[config.mk]
export PLATFORM = sky130hd
export DESIGN_NAME = reserved_parking_exit_flat
export DESIGN_NICKNAME = d
export VERILOG_FILES = /design/src/rtl/reserved_parking_exit_pkg.sv /design/src/rtl/reserved_parking_exit_if.sv /design/src/rtl/reserved_parking_exit_bitmap.sv /design/src/rtl/reserved_parking_exit.sv /design/src/flat_wrapper.sv
export SDC_FILE = /design/constraint.sdc
export NUM_CORES = 1
export LEC_CHECK = 0
export BUFFER_PORTS_ARGS = -buffer_cell sky130_fd_sc_hd__buf_4
export CAP_MARGIN = 20
export CORE_MARGIN = 2
export CORE_UTILIZATION = 53
export CTS_BUF_LIST = sky130_fd_sc_hd__clkbuf_8
export DETAILED_ROUTE_END_ITERATION = 10
export GPL_ROUTABILITY_DRIVEN = 1
export PLACE_DENSITY_LB_ADDON = 0.25
export SLEW_MARGIN = 20
export SYNTH_ARGS = -nofsm -noshare
export SYNTH_HDL_FRONTEND = slang
export SYNTH_SLANG_ARGS = --single-unit
[constraint.sdc]
create_clock -name clk -period 4.5 [get_ports clk]
set_clock_uncertainty 0.15 [all_clocks]
set_input_delay 1.125 -clock clk [delete_from_list [all_inputs] [get_ports clk]]
set_output_delay 1.125 -clock clk [all_outputs]
set_load 0.01 [all_outputs]
[src/rtl/reserved_parking_exit_pkg.sv]
// Shared definitions for the reserved-parking exit/entry controllers.
// Holds the slot-count define, result codes, FSM state encoding and the
// flat-number range check so every consumer decodes the same values.
`ifndef PARKING_SLOTS
`define PARKING_SLOTS 8
`endif

package reserved_parking_exit_pkg;

    localparam logic [2:0] ERR_OK      = 3'd0;
    localparam logic [2:0] ERR_INVALID = 3'd1;
    localparam logic [2:0] ERR_AUTH    = 3'd2;
    localparam logic [2:0] ERR_EMPTY   = 3'd3;
    localparam logic [2:0] ERR_TIMEOUT = 3'd4;

    typedef enum logic [2:0] {
        ST_IDLE      = 3'd0,
        ST_CHECK     = 3'd1,
        ST_OPEN      = 3'd2,
        ST_WAIT_PASS = 3'd3,
        ST_RELEASE   = 3'd4,
        ST_REJECT    = 3'd5
    } state_e;

    // Flats are numbered 1..n+1; anything else addresses no slot.
    function automatic bit flat_ok(input int flat, input int n);
        return (flat >= 1) && (flat <= n + 1);
    endfunction

endpackage

[src/rtl/reserved_parking_exit_if.sv]
// Resident/entry-side signal bundle for the reserved-parking exit block.
// master: requester side (drives requests, sensor, entry set).
// slave : the exit controller (drives status, gate, result, bitmap view).
interface reserved_parking_exit_if #(
    parameter int N = `PARKING_SLOTS
);
    localparam int FLAT_W = $clog2(N) + 1;

    logic              exit_req;
    logic              pwd_flag;
    logic [FLAT_W-1:0] flat_number;
    logic              vehicle_passed;
    logic              entry_set;
    logic [FLAT_W-1:0] entry_flat;
    logic              busy;
    logic              gate_open;
    logic              exit_done;
    logic [2:0]        err_code;
    logic [N:0]        occupancy;
    logic [FLAT_W-1:0] free_count;

    modport master (
        output exit_req, pwd_flag, flat_number, vehicle_passed, entry_set, entry_flat,
        input  busy, gate_open, exit_done, err_code, occupancy, free_count
    );

    modport slave (
        input  exit_req, pwd_flag, flat_number, vehicle_passed, entry_set, entry_flat,
        output busy, gate_open, exit_done, err_code, occupancy, free_count
    );
endinterface

[src/rtl/reserved_parking_exit_bitmap.sv]
// Reserved-slot occupancy register.
// Ports: clk/rst_n; set_en_i/set_flat_i (entry side), clr_en_i/clr_flat_i
// (exit release); occupancy_o (bit k = flat k+1), free_count_o (zero count).
// Out-of-range flats are ignored; a set and clear on the same bit leave it set.
module reserved_slot_bitmap
    import reserved_parking_exit_pkg::*;
#(
    parameter int N = `PARKING_SLOTS
) (
    input  logic                          clk,
    input  logic                          rst_n,
    input  logic                          set_en_i,
    input  logic [$clog2(N):0]            set_flat_i,
    input  logic                          clr_en_i,
    input  logic [$clog2(N):0]            clr_flat_i,
    output logic [N:0]                    occupancy_o,
    output logic [$clog2(N):0]            free_count_o
);
    localparam int FLAT_W = $clog2(N) + 1;
    localparam int NS     = N + 1;

    logic [NS-1:0]     occ_q, occ_d;
    logic [FLAT_W-1:0] free_q, free_d;
    logic [FLAT_W:0]   set_idx, clr_idx;
    logic              set_ok, clr_ok;

    // One extra bit so flat 0 cannot wrap into a valid index.
    assign set_idx = {1'b0, set_flat_i} - (FLAT_W+1)'(1);
    assign clr_idx = {1'b0, clr_flat_i} - (FLAT_W+1)'(1);
    assign set_ok  = set_en_i && flat_ok(int'(set_flat_i), N);
    assign clr_ok  = clr_en_i && flat_ok(int'(clr_flat_i), N);

    always_comb begin
        occ_d  = occ_q;
        free_d = '0;
        for (int k = 0; k < NS; k++) begin
            if (clr_ok && clr_idx == (FLAT_W+1)'(k)) occ_d[k] = 1'b0;
            // Applied after the clear so an entry arriving on release wins.
            if (set_ok && set_idx == (FLAT_W+1)'(k)) occ_d[k] = 1'b1;
        end
        for (int k = 0; k < NS; k++) begin
            if (!occ_d[k]) free_d = free_d + FLAT_W'(1);
        end
    end

    always_ff @(posedge clk or negedge rst_n) begin
        if (!rst_n) begin
            occ_q  <= '0;
            free_q <= FLAT_W'(NS);
        end else begin
            occ_q  <= occ_d;
            free_q <= free_d;
        end
    end

    assign occupancy_o  = occ_q;
    assign free_count_o = free_q;
endmodule

[src/rtl/reserved_parking_exit.sv]
// Exit-side controller for reserved parking: validates a resident's exit
// request, opens the gate, waits for the vehicle sensor (with timeout) and
// releases the flat's slot in the shared occupancy bitmap.
// Ports: clk, rst_n (async, active-low); bus (slave modport) carrying the
// request/sensor/entry inputs and busy/gate/result/occupancy outputs.
//
// state        | meaning
// -------------+---------------------------------------------------------
// ST_IDLE      | waiting for exit_req; latches flat and password flag
// ST_CHECK     | range, password and occupancy checks (one cycle)
// ST_OPEN      | gate driven, timer cleared
// ST_WAIT_PASS | gate driven, timer counting, waiting for vehicle_passed
// ST_RELEASE   | clear slot, report OK
// ST_REJECT    | report the latched failure code, gate stays closed
module reserved_parking_exit
    import reserved_parking_exit_pkg::*;
#(
    parameter int N           = `PARKING_SLOTS,
    parameter int GATE_CYCLES = 16
) (
    input  logic                   clk,
    input  logic                   rst_n,
    reserved_parking_exit_if.slave bus
);
    localparam int FLAT_W = $clog2(N) + 1;
    localparam int NS     = N + 1;
    localparam int TW     = $clog2(GATE_CYCLES);

    state_e            state_q, state_d;
    logic [FLAT_W-1:0] flat_q, flat_d;
    logic              pwd_q, pwd_d;
    logic [2:0]        rej_q, rej_d;
    logic [TW-1:0]     timer_q, timer_d;
    logic              exit_done_q, exit_done_d;
    logic [2:0]        err_q, err_d;
    logic [NS-1:0]     occ;
    logic [FLAT_W-1:0] free_cnt;
    logic [FLAT_W:0]   flat_idx;
    logic              flat_valid;
    logic              slot_occ;

    assign flat_idx   = {1'b0, flat_q} - (FLAT_W+1)'(1);
    assign flat_valid = flat_ok(int'(flat_q), N);

    always_comb begin
        slot_occ = 1'b0;
        for (int k = 0; k < NS; k++) begin
            if (flat_valid && flat_idx == (FLAT_W+1)'(k)) slot_occ = occ[k];
        end
    end

    always_ff @(posedge clk or negedge rst_n) begin
        if (!rst_n) begin
            state_q <= ST_IDLE;
            flat_q  <= '0;
            pwd_q   <= 1'b0;
            rej_q   <= ERR_OK;
            timer_q <= '0;
        end else begin
            state_q <= state_d;
            flat_q  <= flat_d;
            pwd_q   <= pwd_d;
            rej_q   <= rej_d;
            timer_q <= timer_d;
        end
    end

    always_comb begin
        state_d = state_q;
        flat_d  = flat_q;
        pwd_d   = pwd_q;
        rej_d   = rej_q;
        timer_d = timer_q;
        case (state_q)
            ST_IDLE: begin
                if (bus.exit_req) begin
                    flat_d  = bus.flat_number;
                    pwd_d   = bus.pwd_flag;
                    state_d = ST_CHECK;
                end
            end
            ST_CHECK: begin
                if (!flat_valid) begin
                    rej_d   = ERR_INVALID;
                    state_d = ST_REJECT;
                end else if (!pwd_q) begin
                    rej_d   = ERR_AUTH;
                    state_d = ST_REJECT;
                end else if (!slot_occ) begin
                    rej_d   = ERR_EMPTY;
                    state_d = ST_REJECT;
                end else begin
                    state_d = ST_OPEN;
                end
            end
            ST_OPEN: begin
                timer_d = '0;
                state_d = ST_WAIT_PASS;
            end
            ST_WAIT_PASS: begin
                timer_d = timer_q + TW'(1);
                // Pass is checked first so it wins on the timeout cycle.
                if (bus.vehicle_passed)                    state_d = ST_RELEASE;
                else if (timer_d == TW'(GATE_CYCLES - 1))  state_d = ST_IDLE;
            end
            ST_RELEASE: state_d = ST_IDLE;
            ST_REJECT:  state_d = ST_IDLE;
            default:    state_d = ST_IDLE;
        endcase
    end

    // Result is registered so it appears together with the bitmap update.
    always_comb begin
        exit_done_d = 1'b0;
        err_d       = err_q;
        case (state_q)
            ST_REJECT: begin
                exit_done_d = 1'b1;
                err_d       = rej_q;
            end
            ST_RELEASE: begin
                exit_done_d = 1'b1;
                err_d       = ERR_OK;
            end
            ST_WAIT_PASS: begin
                if (!bus.vehicle_passed && timer_d == TW'(GATE_CYCLES - 1)) begin
                    exit_done_d = 1'b1;
                    err_d       = ERR_TIMEOUT;
                end
            end
            default: ;
        endcase
    end

    always_ff @(posedge clk or negedge rst_n) begin
        if (!rst_n) begin
            exit_done_q <= 1'b0;
            err_q       <= ERR_OK;
        end else begin
            exit_done_q <= exit_done_d;
            err_q       <= err_d;
        end
    end

    reserved_slot_bitmap #(.N(N)) u_bitmap (
        .clk          (clk),
        .rst_n        (rst_n),
        .set_en_i     (bus.entry_set),
        .set_flat_i   (bus.entry_flat),
        .clr_en_i     (state_q == ST_RELEASE),
        .clr_flat_i   (flat_q),
        .occupancy_o  (occ),
        .free_count_o (free_cnt)
    );

    assign bus.busy       = (state_q != ST_IDLE);
    assign bus.gate_open  = (state_q == ST_OPEN) || (state_q == ST_WAIT_PASS);
    assign bus.exit_done  = exit_done_q;
    assign bus.err_code   = err_q;
    assign bus.occupancy  = occ;
    assign bus.free_count = free_cnt;
endmodule

[src/flat_wrapper.sv]
// flat-port wrapper written by rule: the top's interface ports become plain ports
module reserved_parking_exit_flat import reserved_parking_exit_pkg::*;
#(
    parameter int N           = `PARKING_SLOTS,
    parameter int GATE_CYCLES = 16
)
  (clk, rst_n, bus_exit_req, bus_pwd_flag, bus_flat_number, bus_vehicle_passed, bus_entry_set, bus_entry_flat, bus_busy, bus_gate_open, bus_exit_done, bus_err_code, bus_occupancy, bus_free_count);
  reserved_parking_exit_if #(.N(N)) bus_i ();
  input  logic clk;
  input  logic rst_n;
  input wire logic [$bits(bus_i.exit_req)-1:0] bus_exit_req;
  input wire logic [$bits(bus_i.pwd_flag)-1:0] bus_pwd_flag;
  input wire logic [$bits(bus_i.flat_number)-1:0] bus_flat_number;
  input wire logic [$bits(bus_i.vehicle_passed)-1:0] bus_vehicle_passed;
  input wire logic [$bits(bus_i.entry_set)-1:0] bus_entry_set;
  input wire logic [$bits(bus_i.entry_flat)-1:0] bus_entry_flat;
  output wire logic [$bits(bus_i.busy)-1:0] bus_busy;
  output wire logic [$bits(bus_i.gate_open)-1:0] bus_gate_open;
  output wire logic [$bits(bus_i.exit_done)-1:0] bus_exit_done;
  output wire logic [$bits(bus_i.err_code)-1:0] bus_err_code;
  output wire logic [$bits(bus_i.occupancy)-1:0] bus_occupancy;
  output wire logic [$bits(bus_i.free_count)-1:0] bus_free_count;
  assign bus_i.exit_req = bus_exit_req;
  assign bus_i.pwd_flag = bus_pwd_flag;
  assign bus_i.flat_number = bus_flat_number;
  assign bus_i.vehicle_passed = bus_vehicle_passed;
  assign bus_i.entry_set = bus_entry_set;
  assign bus_i.entry_flat = bus_entry_flat;
  assign bus_busy = bus_i.busy;
  assign bus_gate_open = bus_i.gate_open;
  assign bus_exit_done = bus_i.exit_done;
  assign bus_err_code = bus_i.err_code;
  assign bus_occupancy = bus_i.occupancy;
  assign bus_free_count = bus_i.free_count;
  reserved_parking_exit #(.N(N), .GATE_CYCLES(GATE_CYCLES)) u_core (.clk(clk), .rst_n(rst_n), .bus(bus_i));
endmodule
==> Word level (Yosys, flattened, before mapping) <==
Cells that the tools add are included.
Widths: inputs -> output; s select.
{ "totals": {"regBits": 32, "latchBits": 0, "mem_bits_rw": 0, "romBits": 0, "input_bits": 14, "output_inout_bits": 19, "n_memories": 0} }
{ "op_classes": {"n_addsub": 11, "n_mul": 0, "n_div": 0, "order_cmp": 4, "n_eq_ne": 27, "shifts": 0, "muxes": 51, "bitwise": 0, "reduce_logical": 44} }
{ "ops": {"columns": ["op", "n"], "rows": [
  ["$eq 5x3->1 const B", 8],
  ["$add 4x1->4 const B", 9],
  ["$logic_and 1x1->1", 32],
  ["$mux 4", 8],
  ["$mux 3", 10],
  ["$mux 1", 29],
  ["$eq 5x2->1 const B", 4],
  ["$pmux 3 s4", 1],
  ["$eq 5x1->1 const B", 2],
  ["$eq 5x4->1 const B", 2],
  ["$logic_not 5->1", 2],
  ["$sub 4x1->5 const B", 2],
  ["$pmux 3 s3", 1],
  ["$eq 4x4->1 const B", 2],
  ["$ge 4x1->1 const B", 2],
  ["$le 4x4->1 const B", 2],
  ["$pmux 4 s2", 1],
  ["$reduce_and 2->1", 4],
  ["$eq 3x2->1 const B", 2],
  ["$eq 3x3->1 const B", 2],
  ["$reduce_bool 3->1", 2],
  ["$eq 3x1->1 const B", 1],
  ["$logic_not 3->1", 1],
  ["$ne 3x2->1 const B", 1],
  ["7 further kinds", 7]
]} }

==> Depth between registers and ports, before layout <==
Gate-level depths: netlist of the first run.
{ "logic_depth": {"depth_word": 23, "mapped_depth": 24, "depth_no_buf": 23} }

==> By module <==
A second synthesis of the first run with hierarchy kept.
{ "hier_totals": {"cells_unflattened": 229, "hier_area_um2": 2170.8} }
{ "modules_own_cells": {"columns": ["module", "instances", "cells_each", "area_per_inst_um2", "seq_area_each_um2"], "rows": [
  ["reserved_slot_bitmap", 1, 139, 1221.2, 327.8],
  ["reserved_parking_exit", 1, 90, 949.7, 450.4]
]} }

==> Least setup slack after synthesis of the first run <==
No wires, ideal clock.
{ "synth_path": {"path_type": "input -> register", "from": "in bus_entry_flat[3]", "to": "reg u_core.u_bitmap.free_q[1], in the netlist u_core.u_bitmap.free_count_o[1]", "setup_time_ns": 0.125, "arrival_ns": 5.236, "required_time_ns": 4.225, "setup_slack_ns": -1.011, "path_stages": 18, "path_cell_list": "and2b_1 -> nand3b_1 -> o21ai_0 -> ha_1 -> xnor2_4 -> ha_1 -> nand2b_1 -> nand2_1 -> xor2_1 -> a21oi_1 -> ha_1 -> o21ai_0 -> xor2_1 -> a21oi_1 -> ha_1 -> mux2_2 -> ha_1 -> mux2_2"} }
{ "synth_between": {"elab_chain_cells": 22, "elab_cells_between_ends": 49, "cone_classes": "9 x add/sub; 2 x order compare; 8 x eq/ne; 18 x mux; 12 x reduce/logical"} }
{ "synth_lines": {"columns": ["element", "line_no", "text"], "rows": [
  ["start, declared", "flat_wrapper.sv:16", "input wire logic [$bits(bus_i.entry_flat)-1:0] bus_entry_flat;"],
  ["parallel branches: the longest is 3 deep, another holds $sub 4x1->5", null, null],
  ["$logic_and 1x1->1 *", "reserved_parking_exit_bitmap.sv:39", "if (set_ok && set_idx == (FLAT_W+1)'(k)) occ_d[k] = 1'b1;"],
  ["$mux 1 *", "reserved_parking_exit_bitmap.sv:39", null],
  ["via u_core.u_bitmap.occ_d[0]", "reserved_parking_exit_bitmap.sv:22", "logic [NS-1:0] occ_q, occ_d;"],
  ["$mux 1 *", "reserved_parking_exit_bitmap.sv:42", "if (!occ_d[k]) free_d = free_d + FLAT_W'(1);"],
  ["$add 4x1->4", "reserved_parking_exit_bitmap.sv:42", null],
  ["$mux 4 *", "reserved_parking_exit_bitmap.sv:42", null],
  ["$add 4x1->4", "reserved_parking_exit_bitmap.sv:42", null],
  ["[6 not listed]", null, null],
  ["$mux 4 *", "reserved_parking_exit_bitmap.sv:42", null],
  ["$add 4x1->4", "reserved_parking_exit_bitmap.sv:42", null],
  ["$mux 4 *", "reserved_parking_exit_bitmap.sv:42", null],
  ["$add 4x1->4", "reserved_parking_exit_bitmap.sv:42", null],
  ["$mux 4 *", "reserved_parking_exit_bitmap.sv:42", null],
  ["$add 4x1->4", "reserved_parking_exit_bitmap.sv:42", null],
  ["$mux 4 *", "reserved_parking_exit_bitmap.sv:42", null],
  ["via u_core.u_bitmap.free_d[1]", "reserved_parking_exit_bitmap.sv:23", "logic [FLAT_W-1:0] free_q, free_d;"],
  ["end signal, assigned", "reserved_parking_exit_bitmap.sv:49", "free_q <= FLAT_W'(NS);"],
  ["end signal, assigned", "reserved_parking_exit_bitmap.sv:52", "free_q <= free_d;"],
  ["end, declared", "reserved_parking_exit_bitmap.sv:23", null]
]} }
Mark *: on every way through the listed nets, which the timed path passes.
A chain may end at the register's enable or synchronous reset.

==> Worst setup path after layout of the first run <==
{ "layout_path": {"from": "in bus_entry_flat[3]", "to": "reg u_core.u_bitmap.free_q[1], in the netlist u_core.u_bitmap.free_count_o[1]"} }
{ "layout_between": {"elab_chain_cells": 22, "elab_cells_between_ends": 49, "cone_classes": "9 x add/sub; 2 x order compare; 8 x eq/ne; 18 x mux; 12 x reduce/logical"} }
{ "layout_lines": {"columns": ["element", "line_no"], "rows": [
  ["parallel branches: the longest is 21 deep, another holds $sub 4x1->5", null],
  ["$mux 4 *", "reserved_parking_exit_bitmap.sv:42"],
  ["via u_core.u_bitmap.free_d[1]", "reserved_parking_exit_bitmap.sv:23"]
]} }
Marks and branches as above.

==> flow_summary.json, run 1 <==
{
  "slew_violations": 0,
  "dp_hpwl_um": 4030,
  "start_util": 0.550,
  "timing_hold_violations_final": 0,
  "relSlewSlack": 0.599,
  "synth.most_common_cell": "dfrtp_1",
  "drv_cap": 0,
  "grt_pass1_wl_um": 9250,
  "design.core.area_mm2": 0.00397,
  "fp.dieArea_mm2": 0.00465,
  "hp-class": "register to register",
  "clk_latency_ns": 0.29,
  "drc": 0,
  "worstPathBufferInverterCount": 3,
  "grt_overflow": 0,
  "grt_setup_unrepaired": "yes",
  "antenna_found_initial": 0,
  "setup_viol": 3,
  "synth_cell_types": 55,
  "crit_chain": "buf_6 -> and2b_2 -> buf_4 -> nand4b_1 -> and2_4 -> buf_4 -> o311ai_1 -> nand2_4 -> xor2_4 -> a21oi_2 -> ha_4 -> o21ai_2 -> xor2_1 -> a21oi_1 -> ha_1 -> mux2_4 -> ha_4 -> mux2_2",
  "end_kind": "register",
  "clk_path_buf_depth": 2,
  "setup_ws_ns": -0.199,
  "slowest_delay_ns": 0.54,
  "via_per_inst": 5.55,
  "post-route-period-util": 1.04,
  "fin_hold_ws_ns": 0.327,
  "post_route_cells_drive_above_1_share": 0.413,
  "ys_seq_elements": 31,
  "grt_usage": 0.266,
  "port_buffers": 32,
  "syn_area_mm2": 0.00219,
  "synth_edf_count": 0,
  "drt-pass1-iter-count": 4,
  "cp_top_family": "compound AO/OA/AOI/OAI gates",
  "yosys-top-cells-count": "dfrtp_1, nand2_1, o21ai_0",
  "yosys_most_used_dff": "dfrtp_1",
  "routedWlPerCell_um": 15.8,
  "violations": "negative setup slack",
  "dr.first_iter.drc_count": 99,
  "synth_warnings": 0,
  "vias": 2026,
  "crit_path_max_fanout": 5,
  "yosysTopAreaCellShare": 0.332,
  "diodes": 0,
  "crit_path_top_delay_cell": "o311ai_1",
  "place_congestion": 0.858,
  "cts-root-buf": "clkbuf_8",
  "area_growth_pct": 40.8,
  "ant_nets": 0,
  "fmax_mhz": 213,
  "synthTopCellsByArea": "dfrtp_1, ha_1, o21ai_0, xnor2_1, nand2_1",
  "die_w_um": 68.2,
  "clk_pin_slew_ns": 0.07,
  "crit_required_ns": 4.52,
  "avgSynthCellArea_um2": 9.18,
  "synthArstFlopShare": 1.00,
  "synth_nets": 262,
  "cts_tree": "done",
  "die_h_um": 68.2,
  "status": "complete, but fails checks",
  "cts.sinks": 31,
  "worstMarginPinSlew_ns": 0.592,
  "rows": 23,
  "worst_setup_path_start_kind": "input port",
  "yosysSeqAreaShare": 0.356,
  "io_pins": 33,
  "fin_crit_ns": 4.70,
  "grt_pass1_vias": 2032,
  "critPathKind": "input port to register",
  "nets": 338,
  "cp.arrival_ns": 4.72,
  "cts_made_buffers": 5,
  "grt_max_degree": 32,
  "syn_inst": 238,
  "n_fill_cell": 259,
  "totalWireLength_um": 5760,
  "yosys.area.top_type": "dfrtp_1",
  "cts.htree.levels": 2
}
sequential cells by signal (all words and copies together) (netlist names):
name / count
u_core.bus.err_code: 3
u_core.bus.exit_done: 1
u_core.flat_q: 4
u_core.pwd_q: 1
u_core.rej_q: 2
u_core.state_q: 3
u_core.timer_q: 4
u_core.u_bitmap.free_count_o: 4
u_core.u_bitmap.occupancy_o: 9
final cells by class:
type / count / area (µm²) / share of cell area
Multi-Input combinational cell: 179 / 1460 / 0.476
Sequential cell: 31 / 778 / 0.253
Timing Repair Buffer: 76 / 574 / 0.187
Inverter: 21 / 81.3 / 0.0264
Clock inverter: 2 / 35.0 / 0.0114
Tap cell: 50 / 62.6 / 0.0203
Clock buffer: 6 / 82.6 / 0.0268
routing by layer:
layer | up-vias | GRT usage | share of wire
met5 | - | 0 | 0
met4 | 0 | 0.0975 | 0.030
met3 | 21 | 0.0461 | 0.037
met2 | 51 | 0.498 | 0.54
met1 | 978 | 0.299 | 0.40
li1 | 976 | - | -
cells in the final DEF (no fill, tap or decap), types with 3 or more instances in the layout:
| cell type | instances |
|---|---|
| buf_4 | 75 |
| xor2_1 | 5 |
| a21oi_1 | 7 |
| dfrtp_1 | 29 |
| xnor2_1 | 12 |
| o21ai_1 | 7 |
| mux2_2 | 6 |
| nand2b_1 | 5 |
| clkbuf_8 | 6 |
| o21ai_0 | 20 |
| nor2_1 | 7 |
| ha_1 | 5 |
| nand4b_1 | 3 |
| and2_1 | 3 |
| ha_4 | 5 |
| o21ai_2 | 5 |
| inv_1 | 17 |
| inv_2 | 3 |
| nand2_1 | 24 |
| nand3b_1 | 4 |
| nand3_1 | 7 |
metrics by stage:
stage | setup TNS (ns) | instance area [µm²] | utilization | worst slack [ns] | instances
after CTS | -0.303 | 2960 | 0.745 | -0.144 | 361
after floorplan | -1.04 | 2250 | - | -0.401 | 238
final | -0.352 | 3080 | 0.775 | -0.199 | 365
after detailed placement | -1.46 | 2750 | 0.693 | -0.528 | 345
after global placement | -1.20 | 2750 | 0.693 | -0.455 | 345
after global routing | -0.941 | 3080 | 0.775 | -0.354 | 365
tightest hold or removal path: cells and delay by family, from the launching register on:
kind	cells	cell delay (ns)
flops	1	0.34
simple gates	2	0.10
what timing repair did:
action | 4_1_cts | 5_1_grt
resized for setup | 7 | 14
pin swaps | 3 | 4
gates cloned | 0 | 0
buffers inserted | 8 | 4
hold buffers | 0 | 0
hold endpoints to repair | 0 | 0
endpoints found under the setup margin | 3 | 3
path summary, 6_finish.rpt:
kind,startpoint,to,slack (ns),cells past startpoint
max reg2reg,u_core.state_q[1]$_DFFE_PN0P_,u_core.u_bitmap.free_count_o[1]$_DFF_PN0_,-0.08,19
max in group asynchronous,rst_n,u_core.u_bitmap.free_count_o[0]$_DFF_PN1_,3.27,1
max,bus_entry_flat[3],u_core.u_bitmap.free_count_o[1]$_DFF_PN0_,-0.20,18
min reg2reg,u_core.bus.err_code[2]$_DFFE_PN0P_,u_core.bus.err_code[2]$_DFFE_PN0P_,0.33,2
min,u_core.bus.err_code[2]$_DFFE_PN0P_,u_core.bus.err_code[2]$_DFFE_PN0P_,0.33,2
min in group asynchronous,rst_n,u_core.timer_q[3]$_DFF_PN0_,0.61,1
cell families after synthesis:
group,synth area share
compound gates,0.163
xor+xnor,0.121
fa+ha+maj,0.0572
buf+inv,0.0549
flops,0.356
mux,0.0464
simple gates,0.201
Power of run 1 is not shown: default switching activity piles up to over one toggle a cycle in this logic, so the estimate is an artifact.
==> run 2: changes to the inputs <==
--- a/config.mk
+++ b/config.mk
@@ -5,10 +5,11 @@
 export SDC_FILE = /design/constraint.sdc
 export NUM_CORES = 1
 export LEC_CHECK = 0
+export ABC_AREA = 1
 export BUFFER_PORTS_ARGS = -buffer_cell sky130_fd_sc_hd__buf_4
 export CAP_MARGIN = 20
 export CORE_MARGIN = 2
-export CORE_UTILIZATION = 53
+export CORE_UTILIZATION = 54
 export CTS_BUF_LIST = sky130_fd_sc_hd__clkbuf_8
 export DETAILED_ROUTE_END_ITERATION = 10
 export GPL_ROUTABILITY_DRIVEN = 1
==> run 2 against run 1 <==
Net effect: the run still ends with negative setup slack left; cell area up 15%; non-clock buffer count up 32; via count up 45%; worst setup slack worse by 0.15 ns; critical path depth up 12; flip-flop and latch count unchanged; area after synthesis up 5.8%; register-to-register slack worse by 0.19 ns; synthesized cell count up 41%; critical endpoint unchanged.
==> flow_summary.json, run 2 <==
{
  "ant_nets": 0,
  "slew_violations": 0,
  "synth_nets": 359,
  "crit_path_max_fanout": 3,
  "nets": 474,
  "final_cell_mix": "buf_4, nand2_1, inv_1",
  "total_power_mw": 2.61,
  "vias": 2932,
  "syn_area_mm2": 0.00231,
  "post_route_cells_drive_above_1_share": 0.439,
  "seqCellArea_um2": 778,
  "placed_area_mm2": 0.00293,
  "fp.dieArea_mm2": 0.00482,
  "met1_usage": 0.377,
  "grt_setup_unrepaired": "yes",
  "syn_inst": 335,
  "grt_overflow": 0,
  "yosys_most_used_dff": "dfrtp_1",
  "hold_buffers": 0,
  "dp.cells": 447,
  "synth_warnings": 0,
  "grt-busiest-layer": "met2",
  "slowest_delay_ns": 0.29,
  "avgSynthCellArea_um2": 6.90,
  "area_growth_pct": 53.4,
  "yosys.area.top_type": "dfrtp_1",
  "post_layout_nonfiller_instances": 501,
  "layout_commonest_cell": "buf_4",
  "drv_cap": 0,
  "worstMarginPinSlew_ns": 0.909,
  "hp-class": "register to register",
  "design_area_mm2": 0.00355,
  "die_h_um": 69.4,
  "start_util": 0.570,
  "yosysTopAreaCellShare": 0.314,
  "grt_pass1_vias": 2945,
  "met2_usage": 0.628,
  "tns_ns": -0.916,
  "critPathKind": "input port to register",
  "rows": 23,
  "cts-root-buf": "clkbuf_8",
  "setup_viol": 3,
  "drc": 0,
  "io_pins": 33,
  "synth_edf_count": 0,
  "n_fill_cell": 190,
  "antenna_found_initial": 0,
  "synthArstFlopShare": 1.00,
  "yosys-top-cells-count": "nand2_1, inv_1, nand3_1",
  "yosysSeqAreaShare": 0.337,
  "grt_usage": 0.359,
  "clk_path_buf_depth": 2,
  "clk_latency_ns": 0.29,
  "total_leakage_power_nw": 1.92,
  "routedWlPerCell_um": 18.0,
  "totalWireLength_um": 9020,
  "multiInputGateArea_mm2": 0.00155,
  "end_kind": "register",
  "cp.arrival_ns": 4.91,
  "post-route-period-util": 1.08,
  "dp_hpwl_um": 4440,
  "ys_seq_elements": 31,
  "grt_max_degree": 32,
  "via_per_inst": 5.85,
  "die_w_um": 69.4,
  "cts_made_buffers": 5,
  "worst_setup_path_start_kind": "input port",
  "met3_usage": 0.0858,
  "setup_ws_ns": -0.353,
  "relSlewSlack": 0.389,
  "cts.htree.levels": 2,
  "cts.sinks": 31,
  "fin_hold_ws_ns": 0.356,
  "design.core.area_mm2": 0.00406,
  "synth_cell_types": 33,
  "crit_required_ns": 4.56,
  "fin_crit_ns": 4.85,
  "dr.first_iter.drc_count": 259,
  "violations": "negative setup slack",
  "peakVddDrop_v": 0.000409,
  "drt-pass1-iter-count": 5,
  "pwr_density_cell_mw_per_mm2": 736,
  "synth.most_common_cell": "nand2_1",
  "place_congestion": 0.862,
  "synthTopCellsByArea": "dfrtp_1, nand2_1, inv_1, nand3_1, ha_1",
  "status": "complete, but fails checks",
  "clk_pin_slew_ns": 0.07,
  "diodes": 0,
  "port_buffers": 32,
  "grt_pass1_wl_um": 13600,
  "timing_hold_violations_final": 0,
  "largest_reg_flops": 9,
  "fmax_mhz": 206,
  "cts_tree": "done",
  "crit_path_top_delay_cell": "or2_4"
}
run 2: layer usage:
layer	wire [µm]	vias up
met2	4430	216
met3	655	84
met4	682	0
met5	0	-
met1	3240	1334
li1	-	1298
run 2: cell type report:
type                            count  area share
Sequential cell                    31       0.219
Clock buffer                        5      0.0194
Clock inverter                      3      0.0106
Tap cell                           50      0.0176
Timing Repair Buffer              108       0.236
Inverter                           56      0.0600
Multi-Input combinational cell    248       0.437
run 2: repair_timing:
action	CTS	global route
setup buffers	44	6
setup endpoints to repair	3	4
pin swaps	7	17
gates resized for setup	21	19
run 2: kinds of logic after synthesis:
family | share of synthesized area
buffers and inverters | 0.0909
AND/OR/NAND/NOR | 0.406
AO/OA/AOI/OAI | 0.0877
multiplexers | 0.00974
XOR/XNOR | 0.0152
flip-flops | 0.337
adder cells (fa/ha/maj) | 0.0541
run 2: final timing paths:
path                            depth (start not counted)  slack [ns]                                         to                         start
worst min-delay path                                    2        0.36                u_core.rej_q[1]$_DFFE_PN0P_   u_core.rej_q[1]$_DFFE_PN0P_
worst max register to register                         31       -0.27  u_core.u_bitmap.free_count_o[1]$_DFF_PN0_  u_core.flat_q[0]$_DFFE_PN0P_
worst min register to register                          2        0.36                u_core.rej_q[1]$_DFFE_PN0P_   u_core.rej_q[1]$_DFFE_PN0P_
min in group asynchronous                               1        0.61              u_core.state_q[2]$_DFFE_PN0P_                         rst_n
worst max-delay path                                   30       -0.35  u_core.u_bitmap.free_count_o[1]$_DFF_PN0_             bus_entry_flat[2]
max in group asynchronous                               1        3.25  u_core.u_bitmap.free_count_o[0]$_DFF_PN1_                         rst_n
run 2: metrics by stage:
| step | util | setup slack [ns] |
|---|---|---|
| 4_1_cts | 0.850 | -0.109 |
| 5_1_grt | 0.874 | -0.539 |
| 2_1_floorplan | - | -0.210 |
| 6_report | 0.874 | -0.353 |
| 3_3_place_gp | 0.722 | -0.345 |
| 3_5_place_dp | 0.722 | -0.474 |
run 2: power breakdown:
| group | switching [mW] | internal [mW] | leakage (nW) |
|---|---|---|---|
| Sequential | 0.117 | 0.386 | 0.353 |
| Clock | 0.116 | 0.161 | 0.0607 |
| Combinational | 1.07 | 0.760 | 1.51 |
run 2: worst max-delay path, delay by kind of cell:
| family | cells | cell delay, ns |
|---|---|---|
| compound gates | 5 | 0.61 |
| fa+ha+maj | 5 | 1.26 |
| buf+inv | 7 | 0.43 |
| simple gates | 13 | 1.47 |
Power figures use the tool's default switching activity.
==> run 3: changes to the inputs <==
--- a/config.mk
+++ b/config.mk
@@ -8,8 +8,10 @@
 export ABC_AREA = 1
 export BUFFER_PORTS_ARGS = -buffer_cell sky130_fd_sc_hd__buf_4
 export CAP_MARGIN = 20
+export CELL_PAD_IN_SITES_DETAIL_PLACEMENT = 1
+export CELL_PAD_IN_SITES_GLOBAL_PLACEMENT = 1
 export CORE_MARGIN = 2
-export CORE_UTILIZATION = 54
+export CORE_UTILIZATION = 38
 export CTS_BUF_LIST = sky130_fd_sc_hd__clkbuf_8
 export DETAILED_ROUTE_END_ITERATION = 10
 export GPL_ROUTABILITY_DRIVEN = 1
==> run 3 against run 2 <==
Net effect: the flow still finishes with violations (negative setup slack); sequential share of layout area grew 1.2 points; hold slack improved by 0.0022 ns; critical path depth stayed put; via count is 14% lower; utilization decreased by 30 points; flip-flop and latch count is the same; die area up 39%; cell area shrank 5.2%; sequential power fell by 4%; final cell count unchanged; worst setup slack better by 0.00070 ns; register-to-register slack better by 0.14 ns; critical endpoint unchanged.
==> flow_summary.json, run 3 (synthesis results as in run 2) <==
{
  "violations": "negative setup slack",
  "cts-root-buf": "clkbuf_8",
  "fin_hold_ws_ns": 0.359,
  "worst_setup_path_start_kind": "input port",
  "die_h_um": 82.0,
  "drc": 0,
  "design.core.area_mm2": 0.00589,
  "slowest_delay_ns": 0.30,
  "end_kind": "register",
  "peakVddDrop_v": 0.000328,
  "fp.dieArea_mm2": 0.00672,
  "reg2reg_to": "u_core.u_bitmap.free_count_o[1]$_DFF_PN0_",
  "place_congestion": 0.854,
  "start_util": 0.393,
  "largest_reg_flops": 9,
  "cp.arrival_ns": 4.92,
  "via_per_inst": 5.06,
  "grt_usage": 0.237,
  "final_cell_mix": "nand2_1, buf_4, inv_1",
  "die_w_um": 82.0,
  "dr.first_iter.drc_count": 50,
  "drv_cap": 0,
  "timing.rr.start": "u_core.flat_q[1]$_DFFE_PN0P_",
  "critPathCapture": "u_core.u_bitmap.free_count_o[1]$_DFF_PN0_",
  "grt_overflow": 0,
  "startpoint": "bus_entry_flat[1]",
  "grt_setup_unrepaired": "yes",
  "ant_nets": 0,
  "clk_latency_ns": 0.29,
  "cts_tree": "done",
  "io_pins": 33,
  "clk_pin_slew_ns": 0.07,
  "grt_pass1_wl_um": 12200,
  "cts_made_buffers": 5,
  "relSlewSlack": 0.428,
  "dp_hpwl_um": 5490,
  "setup_viol": 3,
  "fin_crit_ns": 4.85,
  "antenna_found_initial": 0,
  "total_leakage_power_nw": 1.75,
  "crit_path_max_fanout": 4,
  "fmax_mhz": 206,
  "n_fill_cell": 770,
  "pwr_density_cell_mw_per_mm2": 730,
  "post_route_cells_drive_above_1_share": 0.406,
  "nets": 449,
  "critPathKind": "input port to register",
  "hold_buffers": 0,
  "dpl_worst_slack_ns": -0.607,
  "area_growth_pct": 45.4,
  "vias": 2533,
  "cts.sinks": 31,
  "crit_path_top_delay_cell": "ha_1",
  "timing_hold_violations_final": 0,
  "drt-pass1-iter-count": 4,
  "diodes": 0,
  "grt_pass1_vias": 2702,
  "post-route-period-util": 1.08,
  "worstMarginPinSlew_ns": 0.851,
  "totalWireLength_um": 7910,
  "status": "complete, but fails checks",
  "port_buffers": 32,
  "cts.htree.levels": 2,
  "reg2regPathDepth": 29,
  "grt_max_degree": 32,
  "setup_ws_ns": -0.352,
  "crit_top_cell": "nand2_2",
  "reg2reg_slack_ns": -0.13,
  "clk_path_buf_depth": 2,
  "finish.utilization": 0.571,
  "rows": 28,
  "slew_violations": 0,
  "hp-class": "register to register",
  "crit_required_ns": 4.57,
  "routedWlPerCell_um": 15.8
}
run 3: cell types whose count changed in the layout (fill, tap and decap cells not counted), moves of 2 or more:
cell,delta
inv_1,-2
buf_6,-2
nand2_1,+2
buf_4,-23
nand2_4,-3
run 3: cell type report:
type,count,area (µm²),area share
timing repair buffer,83,647,0.192
clock buffer,6,82.6,0.0246
multi-input combinational,248,1540,0.457
tap,75,93.8,0.0279
sequential,31,778,0.231
clock inverter,2,8.76,0.00261
inverter,56,215,0.0640
run 3: worst max-delay path: cells and delay by family:
| kind | cells | cell delay, ns |
|---|---|---|
| buffers and inverters | 6 | 0.36 |
| AND/OR/NAND/NOR | 15 | 1.59 |
| AO/OA/AOI/OAI | 4 | 0.55 |
| adder cells (fa/ha/maj) | 5 | 1.28 |
run 3: per-stage QoR:
step / std cells / area [µm²] / setup TNS, ns / power [mW]
final: 501 / 3360 / -0.975 / 2.45
after detailed placement: 475 / 2980 / -1.72 / 1.86
after CTS: 495 / 3210 / -0.673 / 2.24
after global routing: 501 / 3360 / -1.52 / 2.65
after global placement: 475 / 2980 / -1.08 / 1.77
after floorplan: 335 / 2400 / -0.456 / 1.32
run 3: per-layer routing:
layer | vias to the layer above | part of all wire | GRT usage
met5 | - | 0 | 0
li1 | 1244 | - | -
met3 | 13 | 0.024 | 0.0308
met4 | 0 | 0.018 | 0.0767
met2 | 43 | 0.53 | 0.451
met1 | 1233 | 0.42 | 0.269
run 3: worst min path at each step:
| stage | startpoint | depth (start not counted) | end | slack, ns |
|---|---|---|---|---|
| floorplan | u_core.rej_q[1]$_DFFE_PN0P_ | 2 | u_core.rej_q[1]$_DFFE_PN0P_ | 0.30 |
| global placement | u_core.rej_q[1]$_DFFE_PN0P_ | 2 | u_core.rej_q[1]$_DFFE_PN0P_ | 0.32 |
| detailed placement | u_core.rej_q[1]$_DFFE_PN0P_ | 2 | u_core.rej_q[1]$_DFFE_PN0P_ | 0.32 |
| CTS | u_core.bus.err_code[2]$_DFFE_PN0P_ | 2 | u_core.bus.err_code[2]$_DFFE_PN0P_ | 0.36 |
| global route | u_core.bus.err_code[2]$_DFFE_PN0P_ | 2 | u_core.bus.err_code[2]$_DFFE_PN0P_ | 0.40 |
| finish | u_core.bus.err_code[2]$_DFFE_PN0P_ | 2 | u_core.bus.err_code[2]$_DFFE_PN0P_ | 0.36 |
run 3: where the power goes:
part	switching, mW	total, mW	internal, mW
sequential	0.0974	0.484	0.386
combinational	0.999	1.74	0.739
clock	0.111	0.232	0.121
total	1.21	2.45	1.25
run 3: timing repair:
action | CTS | global route
resized for setup | 14 | 24
buffers inserted | 12 | 6
endpoints found under the hold margin | 0 | 0
setup endpoints to repair | 3 | 3
pin swaps | 22 | 24
